[config.mk]
export PLATFORM = sky130hd
export DESIGN_NAME = riot_bus_arbiter
export DESIGN_NICKNAME = d
export VERILOG_FILES = /design/src/rtl/riot_bus_arbiter.sv
export SDC_FILE = /design/constraint.sdc
export NUM_CORES = 1
export LEC_CHECK = 0
export CAP_MARGIN = 30
export CORE_UTILIZATION = 48
export DETAILED_ROUTE_END_ITERATION = 8
export GPL_ROUTABILITY_DRIVEN = 0
export PLACE_DENSITY = 0.8
export SLEW_MARGIN = 15
export SYNTH_ARGS = -nofsm -noshare
export SYNTH_HDL_FRONTEND = slang
export SYNTH_SLANG_ARGS = --single-unit
export TNS_END_PERCENT = 10
[constraint.sdc]
create_clock -name clk_i -period 2.7 [get_ports clk_i]
set_input_delay 0.675 -clock clk_i [delete_from_list [all_inputs] [get_ports clk_i]]
set_output_delay 0.675 -clock clk_i [all_outputs]
set_load 0.05 [all_outputs]
[src/rtl/riot_bus_arbiter.sv]
// riot_bus_arbiter: shares the PIA/RIOT register port between the 6502 CPU
// and a debug/OSD host. The CPU always wins and sees zero added latency. Debug
// accesses are slotted into CPU-idle cycles. Debug reads of the side-effecting
// timer registers can be served from shadow copies, so the host never clears
// the underflow/interrupt flags that the game code relies on.
module riot_bus_arbiter #(
   parameter int DBG_TIMEOUT    = 255,
   parameter bit DBG_RD_PROTECT = 1'b1
) (
   input  logic       clk_i,
   input  logic       rst_i,
   input  logic       cpu_stb_i,
   input  logic       cpu_we_i,
   input  logic [6:0] cpu_adr_i,
   input  logic [7:0] cpu_dat_i,
   output logic [7:0] cpu_dat_o,
   output logic       cpu_ack_o,
   input  logic       dbg_req_i,
   input  logic       dbg_we_i,
   input  logic [6:0] dbg_adr_i,
   input  logic [7:0] dbg_dat_i,
   output logic [7:0] dbg_dat_o,
   output logic       dbg_ack_o,
   output logic       dbg_err_o,
   output logic       dbg_busy_o,
   output logic       pia_stb_o,
   output logic       pia_we_o,
   output logic [6:0] pia_adr_o,
   output logic [7:0] pia_dat_o,
   input  logic [7:0] pia_dat_i
);

   // A timeout of 0 disables aborting, but the counter still needs one bit.
   localparam int CNT_W = (DBG_TIMEOUT > 0) ? $clog2(DBG_TIMEOUT + 1) : 1;

   localparam logic [6:0] ADR_INTIM  = 7'h04;
   localparam logic [6:0] ADR_INSTAT = 7'h05;

   typedef enum logic [1:0] {IDLE, PEND, RDCAP, DONE} state_t;

   state_t           state_q, state_d;
   logic             lat_we_q;
   logic [6:0]       lat_adr_q;
   logic [7:0]       lat_dat_q;
   logic             err_q, err_d;
   logic [CNT_W-1:0] cnt_q, cnt_d;
   logic [7:0]       shadow_intim_q;
   logic [7:0]       shadow_instat_q;
   logic [7:0]       dbg_dat_q;
   logic             cpu_ack_p1;
   logic             cpu_we_p1;
   logic [6:0]       cpu_adr_p1;

   logic             dbg_prot;
   logic             dbg_stb;
   logic             latch_en;
   logic             load_shadow;
   logic             cap_pia;

   // Blocked-cycle counter increment that sticks at all-ones instead of wrapping.
   function automatic logic [CNT_W-1:0] cnt_sat_inc(input logic [CNT_W-1:0] c);
      if (c == {CNT_W{1'b1}}) return c;
      return c + 1'b1;
   endfunction

   // A latched debug read of INTIM/INSTAT is answered from the shadow copy.
   assign dbg_prot = DBG_RD_PROTECT && !lat_we_q &&
                     ((lat_adr_q == ADR_INTIM) || (lat_adr_q == ADR_INSTAT));

   // Next-state and per-cycle control for the debug access sequencer.
   always_comb begin
      state_d     = state_q;
      cnt_d       = cnt_q;
      err_d       = err_q;
      latch_en    = 1'b0;
      load_shadow = 1'b0;
      cap_pia     = 1'b0;
      dbg_stb     = 1'b0;
      case (state_q)
         IDLE: begin
            if (dbg_req_i) begin
               latch_en = 1'b1;
               cnt_d    = '0;
               err_d    = 1'b0;
               state_d  = PEND;
            end
         end
         PEND: begin
            if (dbg_prot) begin
               load_shadow = 1'b1;
               state_d     = DONE;
            end else if (!cpu_stb_i) begin
               dbg_stb = 1'b1;
               state_d = lat_we_q ? DONE : RDCAP;
            end else begin
               cnt_d = cnt_sat_inc(cnt_q);
               if ((DBG_TIMEOUT != 0) && (cnt_d == CNT_W'(DBG_TIMEOUT))) begin
                  err_d   = 1'b1;
                  state_d = DONE;
               end
            end
         end
         RDCAP: begin
            cap_pia = 1'b1;
            state_d = DONE;
         end
         DONE: begin
            state_d = IDLE;
         end
         default: begin
            state_d = IDLE;
         end
      endcase
   end

   // Sequencer state, blocked-cycle counter and timeout flag.
   always_ff @(posedge clk_i or posedge rst_i) begin
      if (rst_i) begin
         state_q <= IDLE;
         cnt_q   <= '0;
         err_q   <= 1'b0;
      end else begin
         state_q <= state_d;
         cnt_q   <= cnt_d;
         err_q   <= err_d;
      end
   end

   // Capture the debug request fields when the request is accepted.
   always_ff @(posedge clk_i or posedge rst_i) begin
      if (rst_i) begin
         lat_we_q  <= 1'b0;
         lat_adr_q <= '0;
         lat_dat_q <= '0;
      end else if (latch_en) begin
         lat_we_q  <= dbg_we_i;
         lat_adr_q <= dbg_adr_i;
         lat_dat_q <= dbg_dat_i;
      end
   end

   // CPU strobe delayed one cycle; address/direction kept to tag the read data.
   always_ff @(posedge clk_i or posedge rst_i) begin
      if (rst_i) begin
         cpu_ack_p1 <= 1'b0;
         cpu_we_p1  <= 1'b0;
         cpu_adr_p1 <= '0;
      end else begin
         cpu_ack_p1 <= cpu_stb_i;
         cpu_we_p1  <= cpu_we_i;
         cpu_adr_p1 <= cpu_adr_i;
      end
   end

   // Track the last value the CPU itself read from INTIM and INSTAT.
   always_ff @(posedge clk_i or posedge rst_i) begin
      if (rst_i) begin
         shadow_intim_q  <= '0;
         shadow_instat_q <= '0;
      end else if (cpu_ack_p1 && !cpu_we_p1) begin
         if (cpu_adr_p1 == ADR_INTIM)  shadow_intim_q  <= pia_dat_i;
         if (cpu_adr_p1 == ADR_INSTAT) shadow_instat_q <= pia_dat_i;
      end
   end

   // Debug read data: from a shadow for protected reads, else from the pia.
   always_ff @(posedge clk_i or posedge rst_i) begin
      if (rst_i) begin
         dbg_dat_q <= '0;
      end else if (load_shadow) begin
         dbg_dat_q <= (lat_adr_q == ADR_INTIM) ? shadow_intim_q : shadow_instat_q;
      end else if (cap_pia) begin
         dbg_dat_q <= pia_dat_i;
      end
   end

   // Port mux: CPU first, then a pending unprotected debug access, else idle.
   always_comb begin
      pia_stb_o = 1'b0;
      pia_we_o  = 1'b0;
      pia_adr_o = '0;
      pia_dat_o = '0;
      if (cpu_stb_i) begin
         pia_stb_o = 1'b1;
         pia_we_o  = cpu_we_i;
         pia_adr_o = cpu_adr_i;
         pia_dat_o = cpu_dat_i;
      end else if (dbg_stb) begin
         pia_stb_o = 1'b1;
         pia_we_o  = lat_we_q;
         pia_adr_o = lat_adr_q;
         pia_dat_o = lat_dat_q;
      end
   end

   assign cpu_dat_o  = pia_dat_i;
   assign cpu_ack_o  = cpu_ack_p1;
   assign dbg_dat_o  = dbg_dat_q;
   assign dbg_ack_o  = (state_q == DONE);
   assign dbg_err_o  = (state_q == DONE) && err_q;
   assign dbg_busy_o = (state_q != IDLE);

endmodule

; After elaboration in Yosys (flattened, before gate mapping)
; Cells that the tools add are included.
[totals]
memories = 0
latchBits = 0
reg_bits = 60
word_cells = 85
ram_bits = 0
rom_bits = 0
inputBits = 44
output_inout_bits = 37
[op_classes]
bitwise_logic = 0
shift = 0
eq_ne = 14
magnitude_cmp = 0
n_mux = 43
div_mod_pow = 0
n_mul = 0
n_addsub = 1
reduce_logical = 15
[op_table]
columns = operator, count
row1 = $mux W8, 13
row2 = $eq A7 B3 Y1 const B, 4
row3 = $mux W1, 21
row4 = $eq A8 B8 Y1 const B, 2
row5 = $pmux W8 S2, 1
row6 = $mux W7, 2
row7 = $add A8 B1 Y8 const B, 1
row8 = $mux W2, 4
row9 = $ne A2 B2 Y1 const B, 4
row10 = $pmux W2 S4, 1
row11 = $reduce_and A2 Y1, 3
row12 = $reduce_bool A2 Y1, 3
row13 = $reduce_and A5 Y1, 1
row14 = $eq A2 B2 Y1 const B, 2
row15 = $ne A4 B4 Y1 const B, 1
row16 = $reduce_and A4 Y1, 1
row17 = $logic_and A1 B1 Y1, 3
row18 = $eq A2 B1 Y1 const B, 1
row19 = $logic_not A1 Y1, 2
row20 = $logic_not A2 Y1, 1
row21 = $pmux W1 S2, 1
row22 = $logic_or A1 B1 Y1, 1

; Depth between registers and ports, before layout
; Gate-level depths: netlist of run 1.
[depth]
word_depth = 14
ltp_mapped = 8

; Worst setup path after synthesis of run 1
; Ideal clock, no wire load.
[synth_path]
path_kind = reg2out
start = register state_q[1]
end = output port pia_adr_o[4]
t_arrival_ps = 2182
stages_incl_launch_ff = 6
path_slack_ps = -157
cell_sequence = dfrtp_1 -> inv_1 -> ha_1 -> clkbuf_1 -> nand2_1 -> o21ai_0
[synth_via]
elab_chain_cells = 4
[synth_rtl]
columns = item, line
row1 = start: declaration, 41  ; state_t state_q, state_d;
row2 = start signal: assignment, 123  ; state_q <= state_d;
row3 = $eq A2 B1 Y1, 79  ; case (state_q)
row4 = $mux W1, 79
row5 = $mux W7, 188  ; end else if (dbg_stb) begin
row6 = $mux W7, 183  ; if (cpu_stb_i) begin
row7 = end: declaration, 28  ; output logic [6:0] pia_adr_o,
; Every way passes these cells.

; Final worst setup path of run 1
[layout_path]
start = register lat_adr_q[6]
end = output port pia_dat_o[0]
[layout_via]
elab_chain_cells = 7
elab_cells_between_ends = 8
[layout_rtl]
columns = item, line
row1 = start: declaration, 43  ; logic [6:0] lat_adr_q;
row2 = start signal: assignment, 137  ; lat_adr_q <= dbg_adr_i;
row3 = $eq A7 B3 Y1, 68  ; ((lat_adr_q == ADR_INTIM) || (lat_adr_q == ADR_INSTAT));
row4 = $logic_or A1 B1 Y1 (*), 68
row5 = $logic_and A1 B1 Y1 (*), 67  ; assign dbg_prot = DBG_RD_PROTECT && !lat_we_q &&
row6 = $mux W1 (*), 89  ; if (dbg_prot) begin
row7 = $mux W1 (*), 79
row8 = $mux W8 (*), 188
row9 = $mux W8 (*), 183
row10 = end: declaration, 29  ; output logic [7:0] pia_dat_o,
; Mark *: on every way between the ends. The rest lies on a longest branch, timed or not.

==> results.cfg, run 1 <==
[logic_synthesis]
synth_area_leaders = dfrtp_1 (51%), mux2_2 (12%), mux2i_1 (8.4%), a22o_1 (4.1%), buf_4 (2.3%)
synth_top_area_cell = dfrtp_1
synth.top_cells.by_count = dfrtp_1 (60), mux2_2 (32), mux2i_1 (25)
synth_top_area_share_pct = 50.57
synth.avg_cell_area_um2 = 11.88
synth-edff-count = 0
ys.flop_type = dfrtp_1
syn-num-nets = 299
synth_cell_types = 43
synth_seq_cells = 60
synth_most_common_cell = dfrtp_1
yosys_warnings = 0
syn_inst = 250
synth.cell_area_um2 = 2969
seq_area_frac_synth_pct = 50.57
synthArstFlopShare_pct = 100.0

[drt]
viasPerCell = 5.668
dr_total_vias = 2341
final_antenna_net_count = 0
wl_per_cell_um = 16.51
drtIter0Drc = 142
routed_wl_um = 6817
drc_errors = 0
firstDrtPassIters = 4

[timing]
fin_skew_ns = 0.007927
clock.fmax_mhz = 344.5
fin_hold_ws_ns = 0.5089
finalSetupTns_ns = -2.525
hold_viol = 0
worstMarginPinSlew_ns = 0.6823
post-route-min-period_ns = 2.903
fin_ws_ns = -0.2029
final-setup-viol-count = 13
relSlewSlack_pct = 53.92
drv_slew = 0
rsz0062_at_grt = true
finalCritPeriodShare_pct = 107.5

[floorplanning]
core-area_um2 = 5956
start_util_pct = 49.85
dieArea_um2 = 6504
io_pins = 81
row_count = 28
die_h_um = 80.65
die_x_um = 80.65

[setup_path]
worst-endpoint-arrival_ns = 2.23
cp-start-kind = register
critPathSlowestCell = or4b_4
cp_cell_sequence = or4b_4 > or2_4 > o21ai_4 > nor2_4 > a22o_1 > buf_12
crit_fanout = 13
critical_path_class = register to output pin
max_stage_delay_ns = 0.56
cp.required_ns = 2.03
crit_path_end_kind = output pin

[global_routing]
grt_pass1_vias = 2310
overflow = 0
grt_max_degree = 61
grt_first_pass_wirelength_um = 11010
groute.usage.overall_pct = 23.28
antenna_found_initial = 0

[cells_and_area]
diodes = 0
syn2layout_area_growth_pct = 46.02
fin_nets = 382
postLayoutCellArea_um2 = 4335
drive_gt1_share_pct = 27.51
fin_util_pct = 72.79
fillers = 430

[pwr]
power.switching_uw = 1613
switching_share_pct = 39.15
vdd_ir_drop_max_v = 0.0007240
combPwrFrac_pct = 45.2
p_per_area_nw_per_um2 = 950.5
internal_power_uw = 2508
pwr-share-clk_pct = 21.9
leakagePower_uw = 0.001857
power_frac_seq_pct = 32.9

[placed_design]
preCtsSetupSlack_ns = -0.2048
port_buffers = 80
dpl_cell_area_um2 = 4088
post-dp-hpwl_um = 4826

[flow_run]
drv_cap = 0

[clocking]
clk_path_buf_depth = 2
cts_hold_buf = 0
insertion_delay_ns = 0.35
cts_sinks = 60
cts_buffers = 9
clk_pin_slew_ns = 0.07
ctsRootBufferMaster = clkbuf_8
cts_tree = yes
htree_num_levels = 3

[status]
outcome = finished, violations left
violations = negative setup slack

[min_path]
hold_class = register to register
[power by group through the flow]
stage | Clock, uW | Combinational, uW | Sequential (uW)
final | 903 | 1860 | 1360
after global routing | 956 | 1990 | 1380
after detailed placement | 0 | 1850 | 1360
after CTS | 925 | 1870 | 1350
after global placement | 0 | 1810 | 1340
after floorplan | 0 | 985 | 1530
[cell families (layout without fill, tap and decap cells)]
| logic type | after synthesis | after routing | share of synthesized area [%] |
|---|---|---|---|
| AO/OA/AOI/OAI | 52 | 52 | 12.81 |
| flip-flops | 60 | 60 | 50.57 |
| multiplexers | 57 | 57 | 20.56 |
| AND/OR/NAND/NOR | 52 | 52 | 9.483 |
| buffers and inverters | 24 | 112 | 4.467 |
| adder cells (fa/ha/maj) | 5 | 5 | 2.107 |
[repair_timing]
item / CTS / global route
setup buffers: 0 / 0
endpoints found under the setup margin: 15 / 17
gates resized for setup: 7 / 3
[final timing paths]
kind,from,cells after the start,endpoint,slack [ns]
setup reg to reg,cnt_q[0],6,state_q[0],0.38
max in group asynchronous,rst_i,3,cpu_ack_o,1.74
min in group asynchronous,rst_i,3,cnt_q[3],0.70
setup / recovery,lat_adr_q[6],6,pia_dat_o[0],-0.20
hold reg to reg,shadow_instat_q[7],1,shadow_instat_q[7],0.51
hold / removal,shadow_instat_q[7],1,shadow_instat_q[7],0.51
[worst max-delay path, delay by kind of cell, from the launching register on]
family	cells	cell delay, ns
AO/OA/AOI/OAI	2	0.41
buffers and inverters	1	0.16
flip-flops	1	0.38
AND/OR/NAND/NOR	3	0.93
[metrics by stage]
stage,cells,power (uW)
2_1_floorplan,250,2514
3_3_place_gp,397,3155
3_5_place_dp,397,3212
4_1_cts,413,4147
5_1_grt,413,4334
6_report,413,4121
[state kept, by name (all words and copies together) (netlist names)]
signal and flops:
cpu_we_p1 1, shadow_instat_q 8, dbg_dat_o 8, shadow_intim_q 8, err_q 1, state_q 2, cpu_adr_p1 7, lat_adr_q 7
cpu_ack_o 1, lat_we_q 1, lat_dat_q 8, cnt_q 8
[layout make-up]
class                   count  area [um^2]  share of cell area [%]
well taps                  75        93.84                   2.165
repair buffers             89         1130                   26.06
multi-input cells         166         1360                   31.37
flip-flops and latches     60         1501                   34.63
inverters                   7        26.28                  0.6061
clock inverters             7        100.1                   2.309
clock buffers               9        123.9                   2.857
[metal layers]
metal	track usage, %	up-vias	wire length [um]
met1	28.25	1158	2986
met3	5.341	13	299
li1	-	1090	-
met2	38.14	80	3364
met4	12.68	0	166
met5	0	-	0
[placed cells by master, fill, tap and decap left out, types with 4 or more instances in the layout]
| cell type | count |
|---|---|
| a21oi_1 | 13 |
| a22o_1 | 14 |
| a31oi_1 | 4 |
| buf_12 | 26 |
| buf_4 | 8 |
| clkbuf_8 | 9 |
| clkdlybuf4s50_1 | 54 |
| dfrtp_1 | 60 |
| ha_1 | 4 |
| inv_1 | 6 |
| mux2_2 | 32 |
| mux2i_1 | 25 |
| nand2_1 | 16 |
| nand3_1 | 6 |
| nor2_1 | 6 |
| nor3_1 | 5 |
No activity file was read; power rests on OpenSTA's default activity.
==> inputs of run 2 (changes only) <==
==> constraint.sdc (replaced) <==
create_clock -name clk_i -period 2.7 [get_ports clk_i]
set_input_delay 0.675 -clock clk_i [delete_from_list [all_inputs] [get_ports clk_i]]
set_output_delay 0.675 -clock clk_i [all_outputs]
set_load 0.005 [all_outputs]
==> results.cfg, run 2 (synthesis results as in run 1) <==
[placed_design]
port_buffers = 80
dpl_cell_area_um2 = 3920
post-dp-hpwl_um = 4885
dp.cells = 408
preCtsSetupSlack_ns = -0.6297

[cells_and_area]
drive_gt1_share_pct = 29.09
layout_common_cells = clkdlybuf4s50_1 (64), dfrtp_1 (60), mux2_2 (32)
postLayoutCellArea_um2 = 4259
syn2layout_area_growth_pct = 43.45
diodes = 0
fin_nets = 405
fillers = 424
final_common_cell = clkdlybuf4s50_1
fin_cells = 436

[setup_path]
crit_path_end_kind = output pin
cp-start-kind = register
critical_path_class = register to output pin
worst-endpoint-arrival_ns = 2.32
startpoint = lat_adr_q[6]
crit_fanout = 6
cp.required_ns = 2.03
rr_startpoint = lat_adr_q[6]

[floorplanning]
die_h_um = 80.65
row_count = 28
die_x_um = 80.65
core-area_um2 = 5956
dieArea_um2 = 6504
start_util_pct = 49.85
io_pins = 81

[timing]
final-setup-viol-count = 14
finalCritPeriodShare_pct = 111.1
relSlewSlack_pct = 55.30
fin_ws_ns = -0.2994
worstMarginPinSlew_ns = 0.6696
fin_skew_ns = 0.008453
hold_viol = 0
clock.fmax_mhz = 333.4
rsz0062_at_grt = true
fin_hold_ws_ns = 0.5039
post-route-min-period_ns = 2.999
drv_slew = 0

[clocking]
htree_num_levels = 3
insertion_delay_ns = 0.34
cts_hold_buf = 0
ctsRootBufferMaster = clkbuf_8
clk_path_buf_depth = 2
cts_tree = yes
cts_buffers = 9
cts_sinks = 60
clk_pin_slew_ns = 0.07

[drt]
met3_wirelength_um = 357
routed_wl_um = 7276
viasPerCell = 5.530
drc_errors = 0
drtIter0Drc = 134
drt-met1-wl_um = 3091
firstDrtPassIters = 4
wl_per_cell_um = 16.69
dr_total_vias = 2411
dr_wl_met2_um = 3610
top_layer_used = met4
final_antenna_net_count = 0

[status]
violations = negative setup slack
outcome = finished, violations left

[global_routing]
grt_max_degree = 32
grt_pass1_vias = 2346
grt_first_pass_wirelength_um = 11680
overflow = 0
groute.usage.overall_pct = 24.71
antenna_found_initial = 0

[pwr]
leakagePower_uw = 0.001874
vdd_ir_drop_max_v = 0.0005019
p_per_area_nw_per_um2 = 875.1

[min_path]
hold_class = register to register
hold_start = shadow_instat_q[2]

[flow_run]
drv_cap = 0
## run 2: changes by cell type in the layout (fill, tap and decap cells not counted), moves of 9 or more
cell,delta
buf_12,-24
buf_2,+12
buf_4,+12
clkdlybuf4s50_1,+10
buf_6,+9
## run 2: repair_timing
action                                  4_1_cts  5_1_grt
endpoints found under the setup margin       17       17
gates resized for setup                      74        5
cloned                                        1        0
buffers inserted                              8        3
pin swaps                                     6        3
## run 2: final cells by class
class / instances / area (um^2) / area share [%]
flip-flops and latches: 60 / 1501 / 35.25
multi-input cells: 167 / 1385 / 32.52
repair buffers: 111 / 1041 / 24.44
clock buffers: 11 / 151.4 / 3.555
well taps: 75 / 93.84 / 2.203
clock inverters: 5 / 60.06 / 1.410
inverters: 7 / 26.28 / 0.6169
## run 2: final timing paths
path	to	slack, ns	cells past startpoint
worst max-delay path	pia_dat_o[4]	-0.30	7
worst min-delay path	shadow_instat_q[2]	0.50	1
worst max register to register	dbg_dat_o[7]	0.34	6
worst min register to register	shadow_instat_q[2]	0.50	1
max in group asynchronous	cpu_we_p1	1.34	3
min in group asynchronous	shadow_instat_q[6]	0.76	2
## run 2: where the power goes
| group | total [uW] | switching (uW) | leakage, uW | internal, uW |
|---|---|---|---|---|
| Clock | 843 | 367 | 0.0000938 | 476 |
| Sequential | 1330 | 177 | 0.000737 | 1150 |
| Combinational | 1560 | 657 | 0.00104 | 902 |
## run 2: critical path, stage by stage, from the launching register on
cell     delay, ns
dfrtp_1       0.39
or4b_4        0.55
or2_4         0.27
o21ai_4       0.24
nor2_4        0.11
buf_6         0.13
a22o_1        0.17
buf_2         0.12
## run 2: stage by stage
| step | power (uW) | utilization [%] | TNS, ns |
|---|---|---|---|
| 3_3_place_gp | 2683 | 65.82 | -7.352 |
| 2_1_floorplan | 2056 | - | 0 |
| 4_1_cts | 3689 | 70.82 | -3.869 |
| 6_report | 3727 | 71.51 | -3.700 |
| 3_5_place_dp | 2734 | 65.82 | -8.371 |
| 5_1_grt | 3934 | 71.51 | -4.107 |
## run 2: metal layers
layer	track usage, %	vias to the layer above
li1	-	1132
met1	30.58	1179
met2	39.41	84
met3	4.886	16
met4	15.36	0
met5	0	-
==> inputs of run 3 (changes only) <==
Settings changed: PLACE_DENSITY 0.8 to unset, PLACE_DENSITY_LB_ADDON set to 0.1.
==> results.cfg, run 3 (synthesis results as in run 1) <==
[status]
outcome = finished, violations left
violations = negative setup slack

[min_path]
hold_class = register to register

[clocking]
clk_path_buf_depth = 2
ctsRootBufferMaster = clkbuf_8
cts_buffers = 9
cts_sinks = 60
insertion_delay_ns = 0.34
htree_num_levels = 3
clk_pin_slew_ns = 0.07
cts_tree = yes

[global_routing]
groute.usage.overall_pct = 23.91
antenna_found_initial = 0
grt_pass1_vias = 2280
met1_usage_pct = 29.56
overflow = 0
grt.met3_usage_pct = 6.591
grt_max_degree = 61
grt_first_pass_wirelength_um = 11320
top_usage_layer = met2
grt_use_met2_pct = 38.64

[floorplanning]
die_x_um = 80.65
start_util_pct = 49.85
die_h_um = 80.65
io_pins = 81
core-area_um2 = 5956
dieArea_um2 = 6504
row_count = 28

[drt]
dr_total_vias = 2382
firstDrtPassIters = 4
routed_wl_um = 7155
drc_errors = 0
viasPerCell = 5.488
final_antenna_net_count = 0
wl_per_cell_um = 16.49
drtIter0Drc = 134

[pwr]
vdd_ir_drop_max_v = 0.0005330
leakagePower_uw = 0.001892
p_per_area_nw_per_um2 = 872.4
power_uw = 3658

[cells_and_area]
syn2layout_area_growth_pct = 41.21
fin_nets = 403
layout_common_cells = clkdlybuf4s50_1 (62), dfrtp_1 (60), mux2_2 (32)
final_common_cell = clkdlybuf4s50_1
postLayoutCellArea_um2 = 4193
diodes = 0
fin_util_pct = 70.40
drive_gt1_share_pct = 28.13

[timing]
final-setup-viol-count = 14
clock.fmax_mhz = 335.5
drv_slew = 0
relSlewSlack_pct = 54.90
fin_ws_ns = -0.2810
fin_skew_ns = 0.006812
hold_viol = 0
post-route-min-period_ns = 2.981
worstMarginPinSlew_ns = 0.6677
finalCritPeriodShare_pct = 110.4
rsz0062_at_grt = true

[setup_path]
cp.required_ns = 2.03
crit_path_end_kind = output pin
critical_path_class = register to output pin
critPathSlowestCell = or4b_4
worst-endpoint-arrival_ns = 2.31
cp-start-kind = register
max_stage_delay_ns = 0.54
cp_cell_sequence = or4b_4 > or2_4 > o21ai_4 > nor2_4 > buf_6 > a22o_1 > buf_2
crit_fanout = 4

[placed_design]
dpl_cell_area_um2 = 3913
post-dp-hpwl_um = 4839
port_buffers = 80

[flow_run]
drv_cap = 0
[run 3: changes by cell type in the layout (fill, tap and decap cells not counted), moves of 2 or more]
cell,previous run,this run
buf_2,12,9
clkbuf_2,0,5
clkdlybuf4s50_1,64,62
clkinv_2,0,2
clkinvlp_4,4,1
dlymetal6s2s_1,1,4
[run 3: metal layers]
metal,routed length [um],share of wire [%]
met1,3104,43
met2,3507,49
met3,371,5.2
met4,172,2.4
met5,0,0
[run 3: path summary, 6_finish.rpt]
path | depth (start not counted) | startpoint | to | slack [ns]
min in group asynchronous | 3 | rst_i | shadow_intim_q[5] | 0.70
max in group asynchronous | 3 | rst_i | dbg_dat_o[1] | 1.73
worst min-delay path | 1 | shadow_instat_q[3] | shadow_instat_q[3] | 0.51
worst max register to register | 6 | cnt_q[0] | state_q[0] | 0.31
worst min register to register | 1 | shadow_instat_q[3] | shadow_instat_q[3] | 0.51
worst max-delay path | 7 | lat_adr_q[3] | pia_adr_o[6] | -0.28
[run 3: final cells by class]
cell class / instances / area, um^2
multi-input cells: 167 / 1368
well taps: 75 / 93.84
fillers: 461 / 1763
flip-flops and latches: 60 / 1501
inverters: 7 / 26.28
clock buffers: 12 / 155.1
clock inverters: 4 / 47.55
repair buffers: 109 / 1001
[run 3: worst max-delay path, delay by kind of cell (launching register included)]
kind	cells	cell delay, ns
AO/OA/AOI/OAI	2	0.43
buffers and inverters	2	0.27
flip-flops	1	0.38
AND/OR/NAND/NOR	3	0.89
[run 3: repair_timing]
action | 4_1_cts | 5_1_grt
hold buffers | 0 | 0
pin swaps | 5 | 4
gates resized for setup | 57 | 13
setup buffers | 7 | 3
hold endpoints to repair | 0 | 0
cloned | 1 | 0
endpoints found under the setup margin | 17 | 17
[run 3: where the power goes]
group / leakage [uW] / total, uW / switching (uW) / internal [uW]
clock network: 0.000102 / 824 / 350 / 473
logic: 0.00105 / 1520 / 652 / 869
registers: 0.000737 / 1310 / 165 / 1150
[run 3: through the flow]
step / cells / TNS (ns) / setup slack [ns] / hold slack (ns)
global route: 434 / -3.854 / -0.3459 / 0.5165
floorplan: 250 / 0 / 0.2091 / 0.4787
detailed placement: 407 / -6.249 / -0.4843 / 0.4923
CTS: 431 / -4.517 / -0.3125 / 0.5078
global placement: 407 / -5.663 / -0.4207 / 0.4859
finish: 434 / -2.980 / -0.2810 / 0.5063
